[src/rtl/wb_sdram_traffic_gen.sv]
// -----------------------------------------------------------------------------
// wb_sdram_traffic_gen
//
// Wishbone initiator that exercises the sdrc_top Wishbone slave port.
// A start pulse latches base/length/seed. The block writes cfg_len words of
// an incrementing pattern (seed + i) starting at the base address, then reads
// them back and compares each word. It reports done/pass, a saturating error
// count, the byte address of the first mismatch, and an ack timeout.
//
// Ports
//   wb_clk_i, wb_rst_i       clock, synchronous active-high reset
//   sdr_init_done            controller ready; no bus cycle starts while low
//   start                    1-cycle pulse, honoured only in IDLE or DONE
//   cfg_base/len/seed        run configuration (base bits [1:0] ignored)
//   busy, done, pass         run status (pass only meaningful while done)
//   timeout, err_cnt,
//   first_err_addr           result details
//   wb_*                     Wishbone initiator port (incrementing bursts)
//   state_dbg                current FSM state encoding, for observation
//
// Handshake: a beat completes on any cycle where wb_stb_o and wb_ack_i are
// both high; the address/data/cti of that beat are held stable until then.
// wb_ack_i seen while wb_stb_o is low is ignored.
// -----------------------------------------------------------------------------
module wb_sdram_traffic_gen #(
  parameter int AW      = 26,
  parameter int DW      = 32,
  parameter int BL      = 8,
  parameter int TIMEOUT = 1024
) (
  input  logic          wb_clk_i,
  input  logic          wb_rst_i,
  input  logic          sdr_init_done,
  input  logic          start,
  input  logic [AW-1:0] cfg_base,
  input  logic [15:0]   cfg_len,
  input  logic [DW-1:0] cfg_seed,
  output logic          busy,
  output logic          done,
  output logic          pass,
  output logic          timeout,
  output logic [15:0]   err_cnt,
  output logic [AW-1:0] first_err_addr,
  output logic          wb_cyc_o,
  output logic          wb_stb_o,
  output logic          wb_we_o,
  output logic [AW-1:0] wb_addr_o,
  output logic [DW-1:0] wb_dat_o,
  output logic [3:0]    wb_sel_o,
  output logic [2:0]    wb_cti_o,
  input  logic          wb_ack_i,
  input  logic [DW-1:0] wb_dat_i,
  output logic [2:0]    state_dbg
);

  localparam int BW = $clog2(BL + 1);
  localparam int TW = $clog2(TIMEOUT);

  typedef enum logic [2:0] {
    S_IDLE      = 3'd0,
    S_WAIT_INIT = 3'd1,
    S_WR_BURST  = 3'd2,
    S_WR_GAP    = 3'd3,
    S_RD_BURST  = 3'd4,
    S_RD_GAP    = 3'd5,
    S_DONE      = 3'd6
  } state_t;

  state_t        state, state_next;
  logic [AW-1:0] base_q, addr_q;
  logic [DW-1:0] seed_q, data_q;
  logic [15:0]   len_q, rem;
  logic [BW-1:0] beat_rem;   // beats left in the current burst
  logic [TW-1:0] to_cnt;
  logic          to_hit;

  function automatic logic is_burst(input state_t s);
    return (s == S_WR_BURST) || (s == S_RD_BURST);
  endfunction

  function automatic logic [BW-1:0] burst_len(input logic [15:0] r);
    if (r >= 16'(BL)) return BW'(BL);
    else              return r[BW-1:0];
  endfunction

  // Last stalled cycle: stb has been high for TIMEOUT cycles once this edge passes.
  assign to_hit = (to_cnt == TW'(TIMEOUT - 1));

  always_comb begin
    state_next = state;
    unique case (state)
      S_IDLE, S_DONE: if (start) state_next = (cfg_len == 16'd0) ? S_DONE : S_WAIT_INIT;
      S_WAIT_INIT:    if (sdr_init_done) state_next = S_WR_BURST;
      S_WR_BURST: begin
        if (wb_ack_i) begin
          if (beat_rem == BW'(1)) state_next = S_WR_GAP;
        end else if (to_hit) begin
          state_next = S_DONE;
        end
      end
      S_WR_GAP:       state_next = (rem == 16'd0) ? S_RD_BURST : S_WR_BURST;
      S_RD_BURST: begin
        if (wb_ack_i) begin
          if (beat_rem == BW'(1)) state_next = S_RD_GAP;
        end else if (to_hit) begin
          state_next = S_DONE;
        end
      end
      S_RD_GAP:       state_next = (rem == 16'd0) ? S_DONE : S_RD_BURST;
      default:        state_next = S_IDLE;
    endcase
  end

  always_ff @(posedge wb_clk_i) begin
    if (wb_rst_i) begin
      state          <= S_IDLE;
      wb_cyc_o       <= 1'b0;
      wb_stb_o       <= 1'b0;
      wb_we_o        <= 1'b0;
      busy           <= 1'b0;
      done           <= 1'b0;
      timeout        <= 1'b0;
      err_cnt        <= '0;
      first_err_addr <= '0;
      base_q         <= '0;
      addr_q         <= '0;
      seed_q         <= '0;
      data_q         <= '0;
      len_q          <= '0;
      rem            <= '0;
      beat_rem       <= '0;
      to_cnt         <= '0;
    end else begin
      state    <= state_next;
      // Bus and status flags are registered from the next state so that
      // nothing on the output side depends combinationally on wb_ack_i.
      wb_cyc_o <= is_burst(state_next);
      wb_stb_o <= is_burst(state_next);
      wb_we_o  <= (state_next == S_WR_BURST);
      busy     <= !((state_next == S_IDLE) || (state_next == S_DONE));
      done     <= (state_next == S_DONE);

      if (!is_burst(state)) to_cnt <= '0;

      unique case (state)
        S_IDLE, S_DONE: begin
          if (start) begin
            base_q         <= cfg_base & ~AW'(3);
            addr_q         <= cfg_base & ~AW'(3);
            seed_q         <= cfg_seed;
            data_q         <= cfg_seed;
            len_q          <= cfg_len;
            rem            <= cfg_len;
            err_cnt        <= '0;
            first_err_addr <= '0;
            timeout        <= 1'b0;
          end
        end
        S_WAIT_INIT: beat_rem <= burst_len(rem);
        S_WR_BURST, S_RD_BURST: begin
          if (wb_ack_i) begin
            addr_q   <= addr_q + AW'(4);
            data_q   <= data_q + DW'(1);
            rem      <= rem - 16'd1;
            beat_rem <= beat_rem - BW'(1);
            to_cnt   <= '0;
            if ((state == S_RD_BURST) && (wb_dat_i != data_q)) begin
              if (err_cnt == 16'd0)     first_err_addr <= addr_q;
              if (err_cnt != 16'hFFFF)  err_cnt        <= err_cnt + 16'd1;
            end
          end else begin
            to_cnt <= to_cnt + TW'(1);
            if (to_hit) timeout <= 1'b1;
          end
        end
        S_WR_GAP: begin
          if (rem == 16'd0) begin
            // Switch to the read phase: rewind to the start of the region.
            addr_q   <= base_q;
            data_q   <= seed_q;
            rem      <= len_q;
            beat_rem <= burst_len(len_q);
          end else begin
            beat_rem <= burst_len(rem);
          end
        end
        S_RD_GAP: beat_rem <= burst_len(rem);
        default: ;
      endcase
    end
  end

  assign pass      = done && (err_cnt == 16'd0) && !timeout;
  assign wb_addr_o = addr_q;
  assign wb_dat_o  = data_q;
  assign wb_sel_o  = wb_stb_o ? 4'hF : 4'h0;
  assign wb_cti_o  = !wb_stb_o ? 3'b000 : ((beat_rem == BW'(1)) ? 3'b111 : 3'b010);
  assign state_dbg = state;

endmodule

[config.mk]
export PLATFORM = sky130hd
export DESIGN_NAME = wb_sdram_traffic_gen
export DESIGN_NICKNAME = d
export VERILOG_FILES = /design/src/rtl/wb_sdram_traffic_gen.sv
export SDC_FILE = /design/constraint.sdc
export NUM_CORES = 1
export LEC_CHECK = 0
export ABC_AREA = 1
export CELL_PAD_IN_SITES_DETAIL_PLACEMENT = 0
export CELL_PAD_IN_SITES_GLOBAL_PLACEMENT = 1
export CORE_MARGIN = 2
export CORE_UTILIZATION = 30
export CTS_CLUSTER_SIZE = 10
export DETAILED_ROUTE_END_ITERATION = 7
export HOLD_SLACK_MARGIN = 0.08
export PLACE_DENSITY = 0.7
export SYNTH_ARGS = -nofsm -noshare
export SYNTH_HDL_FRONTEND = slang
export SYNTH_SLANG_ARGS = --single-unit
[constraint.sdc]
create_clock -name wb_clk_i -period 3.4 [get_ports wb_clk_i]
set_input_delay 0.68 -clock wb_clk_i [delete_from_list [all_inputs] [get_ports wb_clk_i]]
set_output_delay 0.68 -clock wb_clk_i [all_outputs]
set_load 0.01 [all_outputs]
==> results.txt <==
Avg Inst Size Synth -> 6.358 µm²
Nets -> 2151
Minimum hold slack -> 0.4424 ns
Die X-Extent -> 202.5 µm
Critical Path RT -> 2.72 ns
Sequential share of power -> 39.6%
CP arrival -> 2.27 ns
Crit-path slowest cell -> clkdlybuf4s50_1
Max H-tree Level -> 1
Hold buffers post-CTS -> 0
Setup-failing EPs final -> 0
Worst Path Max Fanout -> 5
Fmax achieved -> 338.5 MHz
Initial Util -> 30.53%
Global-route wire length before repair -> 68050 µm
Part of the power in the clock network -> 32.7%
Reg-to-Reg End -> err_cnt[14]
Hpwl dp -> 29770 µm
Setup TNS -> 0 ns
Worst Setup SP -> err_cnt[0]
Hold Violations, Final -> 0
DRC -> 0
Outcome -> finished, final reports clean
Detailed router's first-iteration violation count -> 796
Worst-path cell chain -> inv_1, ha_1, nand2_1, nor3_1, nand4_1, nor2_1, clkdlybuf4s50_1
Cts repair resizes -> 0
Hold Startpoint -> to_cnt[0]
Clock Path Buffers -> 3
Startpoint types -> flop
Crit path capture -> pass
Routed wire per std cell -> 16.73 µm
R2R depth -> 7
Worst R2R Start -> state_dbg[2]
Port Buffer Count -> 221
Fin Clk Skew -> 0.01670 ns
Reg area -> 4124 µm²
Netlist cell types -> 42
Max cap viols -> 0
Syn Std Cell Area -> 11830 µm²
RSZ-0062 raised after global routing -> false
FP Rows -> 72
Share of layout cells above drive strength 1 -> 4.356%
Pleak -> 6.152 nW
Vias in the first global route -> 12300
Post-CTS setup repair buffer count -> 0
Max transition margin -> 48.21%
GRT Util Overall -> 20.51%
GPL Wtd Cong -> 0.8950
Worst path max stage delay -> 0.55 ns
Vias per cell -> 4.986
Vias -> 12780
Worst-Margin Slew -> 0.7758 ns
Final Cycle Share -> 86.90%
Multi-input gate area -> 6465 µm²
CTS tree -> built
Endpoint class of the critical path -> primary output
Reg clk slew, reported paths -> 0.06 ns
Total power -> 0.007877 W
Gate count of the mapped netlist -> 1860
Int Pwr -> 0.005147 W
Drt pass-1 iters -> 5
Die area -> 41020 µm²
WS Path Type -> reg -> out
Core ar. -> 38740 µm²
Gr ovfl total -> 0
CTS Buf Count -> 26
VDD IR max -> 0.4092 mV
Seq cells post-synth -> 206
Routed Antenna Nets -> 0
NetSw -> 0.002730 W
Worst Hold Class -> reg -> reg
Power per cell area -> 517.1 nW/µm²
Largest net degree at the start of global routing -> 93
Initial antenna violation count -> 2
Minimum clock period -> 2.954 ns
Comb pwr share -> 27.8%
Sw frac -> 34.66%
Fill cell count -> 4164
Ys Warns -> 0
Seq/Total Area, Yosys -> 34.87%
Die Y -> 202.5 µm
Area growth syn-to-layout -> 28.81%
Later-pin clock latency in the skew report -> 0.53 ns
R2r setup slk -> 0.87 ns
Clock sink total -> 206
Final Routed Wirelength -> 42850 µm
Clk root buf -> clkbuf_16
IO Pins -> 228
Slew Viols, Final -> 0
[logic make-up after synthesis]
family                   after synthesis  synth area share (%)
AND/OR/NAND/NOR                      924                 33.22
AO/OA/AOI/OAI                        378                 17.89
buffers and inverters                310                 10.66
flip-flops                           206                 34.87
XOR/XNOR                              32                 2.370
adder cells (fa/ha/maj)                9                0.9522
other                                  1               0.03171
[placed cells by master (no fill, tap or decap), drive strengths merged, types with 6 or more instances in the layout]
master	n
a21oi	102
a22oi	44
a31oi	33
buf	25
clkbuf	36
clkdlybuf4s50	220
clkinv	6
dfxtp	206
ha	9
inv	203
nand2	400
nand3	103
nand4	74
nor2	290
nor3	33
nor3b	6
nor4	6
o21ai	173
or2	11
xnor2	22
xor2	10
[worst min path at each step]
stage | cells past startpoint | endpoint | slack [ns]
2_1_floorplan | 1 | to_cnt[0] | 0.42
3_3_place_gp | 1 | to_cnt[0] | 0.43
3_5_place_dp | 1 | to_cnt[0] | 0.44
4_1_cts | 1 | to_cnt[0] | 0.45
5_1_grt | 2 | seed_q[0] | 0.47
6_report | 1 | to_cnt[0] | 0.44
[registers in the layout (all words and copies together) (netlist names), 4 cells and up]
name            flops
len_q              16
seed_q             32
beat_rem            4
wb_dat_o           32
base_q             24
rem                16
first_err_addr     24
err_cnt            16
to_cnt             10
wb_addr_o          24
[per-layer routing]
layer | part of all wire, % | track usage (%) | routed length, µm | up-vias
met2 | 46 | 34.20 | 19700 | 330
met5 | 0 | 0 | 0 | -
met1 | 47 | 27.96 | 20130 | 5902
met3 | 5.2 | 3.034 | 2225 | 59
li1 | - | - | - | 6484
met4 | 1.9 | 4.640 | 797 | 0
[critical path: cells and delay by family (launching register included)]
kind          cells  cell delay [ns]
simple gates      4             0.58
buf+inv           2             0.65
fa+ha+maj         1             0.16
flops             1             0.36
[power by group through the flow]
stage	registers [W]	logic, W	clock network [W]
after floorplan	0.00309	0.00127	0
after global placement	0.00316	0.00217	0
after detailed placement	0.00317	0.00219	0
after CTS	0.00312	0.00220	0.00264
after global routing	0.00317	0.00247	0.00274
final	0.00312	0.00219	0.00257
[cell type report]
class                      count  area share [%]
clock buffer                  36           4.854
inverter                     205           5.068
antenna                        1         0.01643
tap                          518           4.255
sequential                   206           27.07
multi-input combinational   1347           42.44
clock inverter                 4          0.1314
timing repair buffer         245           16.16
[Yosys cell counts, drive strengths merged]
master   count  area [µm²]
o2bb2ai      1       8.760
o21bai       3       22.52
ha           9       112.6
dfxtp      206        4124
a211oi       2       15.01
o211ai       5       37.54
inv        205       769.5
a31oi       33       206.5
nand4       74       469.2
nor4         6       37.54
nor3b        6       45.04
o21a         1       7.510
a221oi       3       26.28
or2         11       68.82
clkbuf      63       236.5
o221ai       3       26.28
nand3      103       525.5
conb         1       3.750
a21boi       2       15.01
o41ai        1       8.760
buf         42       255.3
nor3        33       170.2
o21ai      173       869.6
xor2        10       87.58
o22ai        5       31.28
xnor2       22       192.7
a21oi      102       510.5
a22oi       44       330.3
nor2       290        1099
nand3b       1       7.510
nand2      400        1506
[metrics by stage]
step / cell area, µm² / setup WS (ns) / utilization [%] / std cells
detailed placement: 14470 / 0.4912 / 37.36 / 2521
finish: 15230 / 0.4456 / 39.32 / 2562
global placement: 14470 / 0.4977 / 37.36 / 2521
global route: 15230 / 0.2483 / 39.32 / 2561
floorplan: 11840 / 1.518 / - / 1863
CTS: 15230 / 0.4328 / 39.32 / 2561
Power figures use the tool's default switching activity.
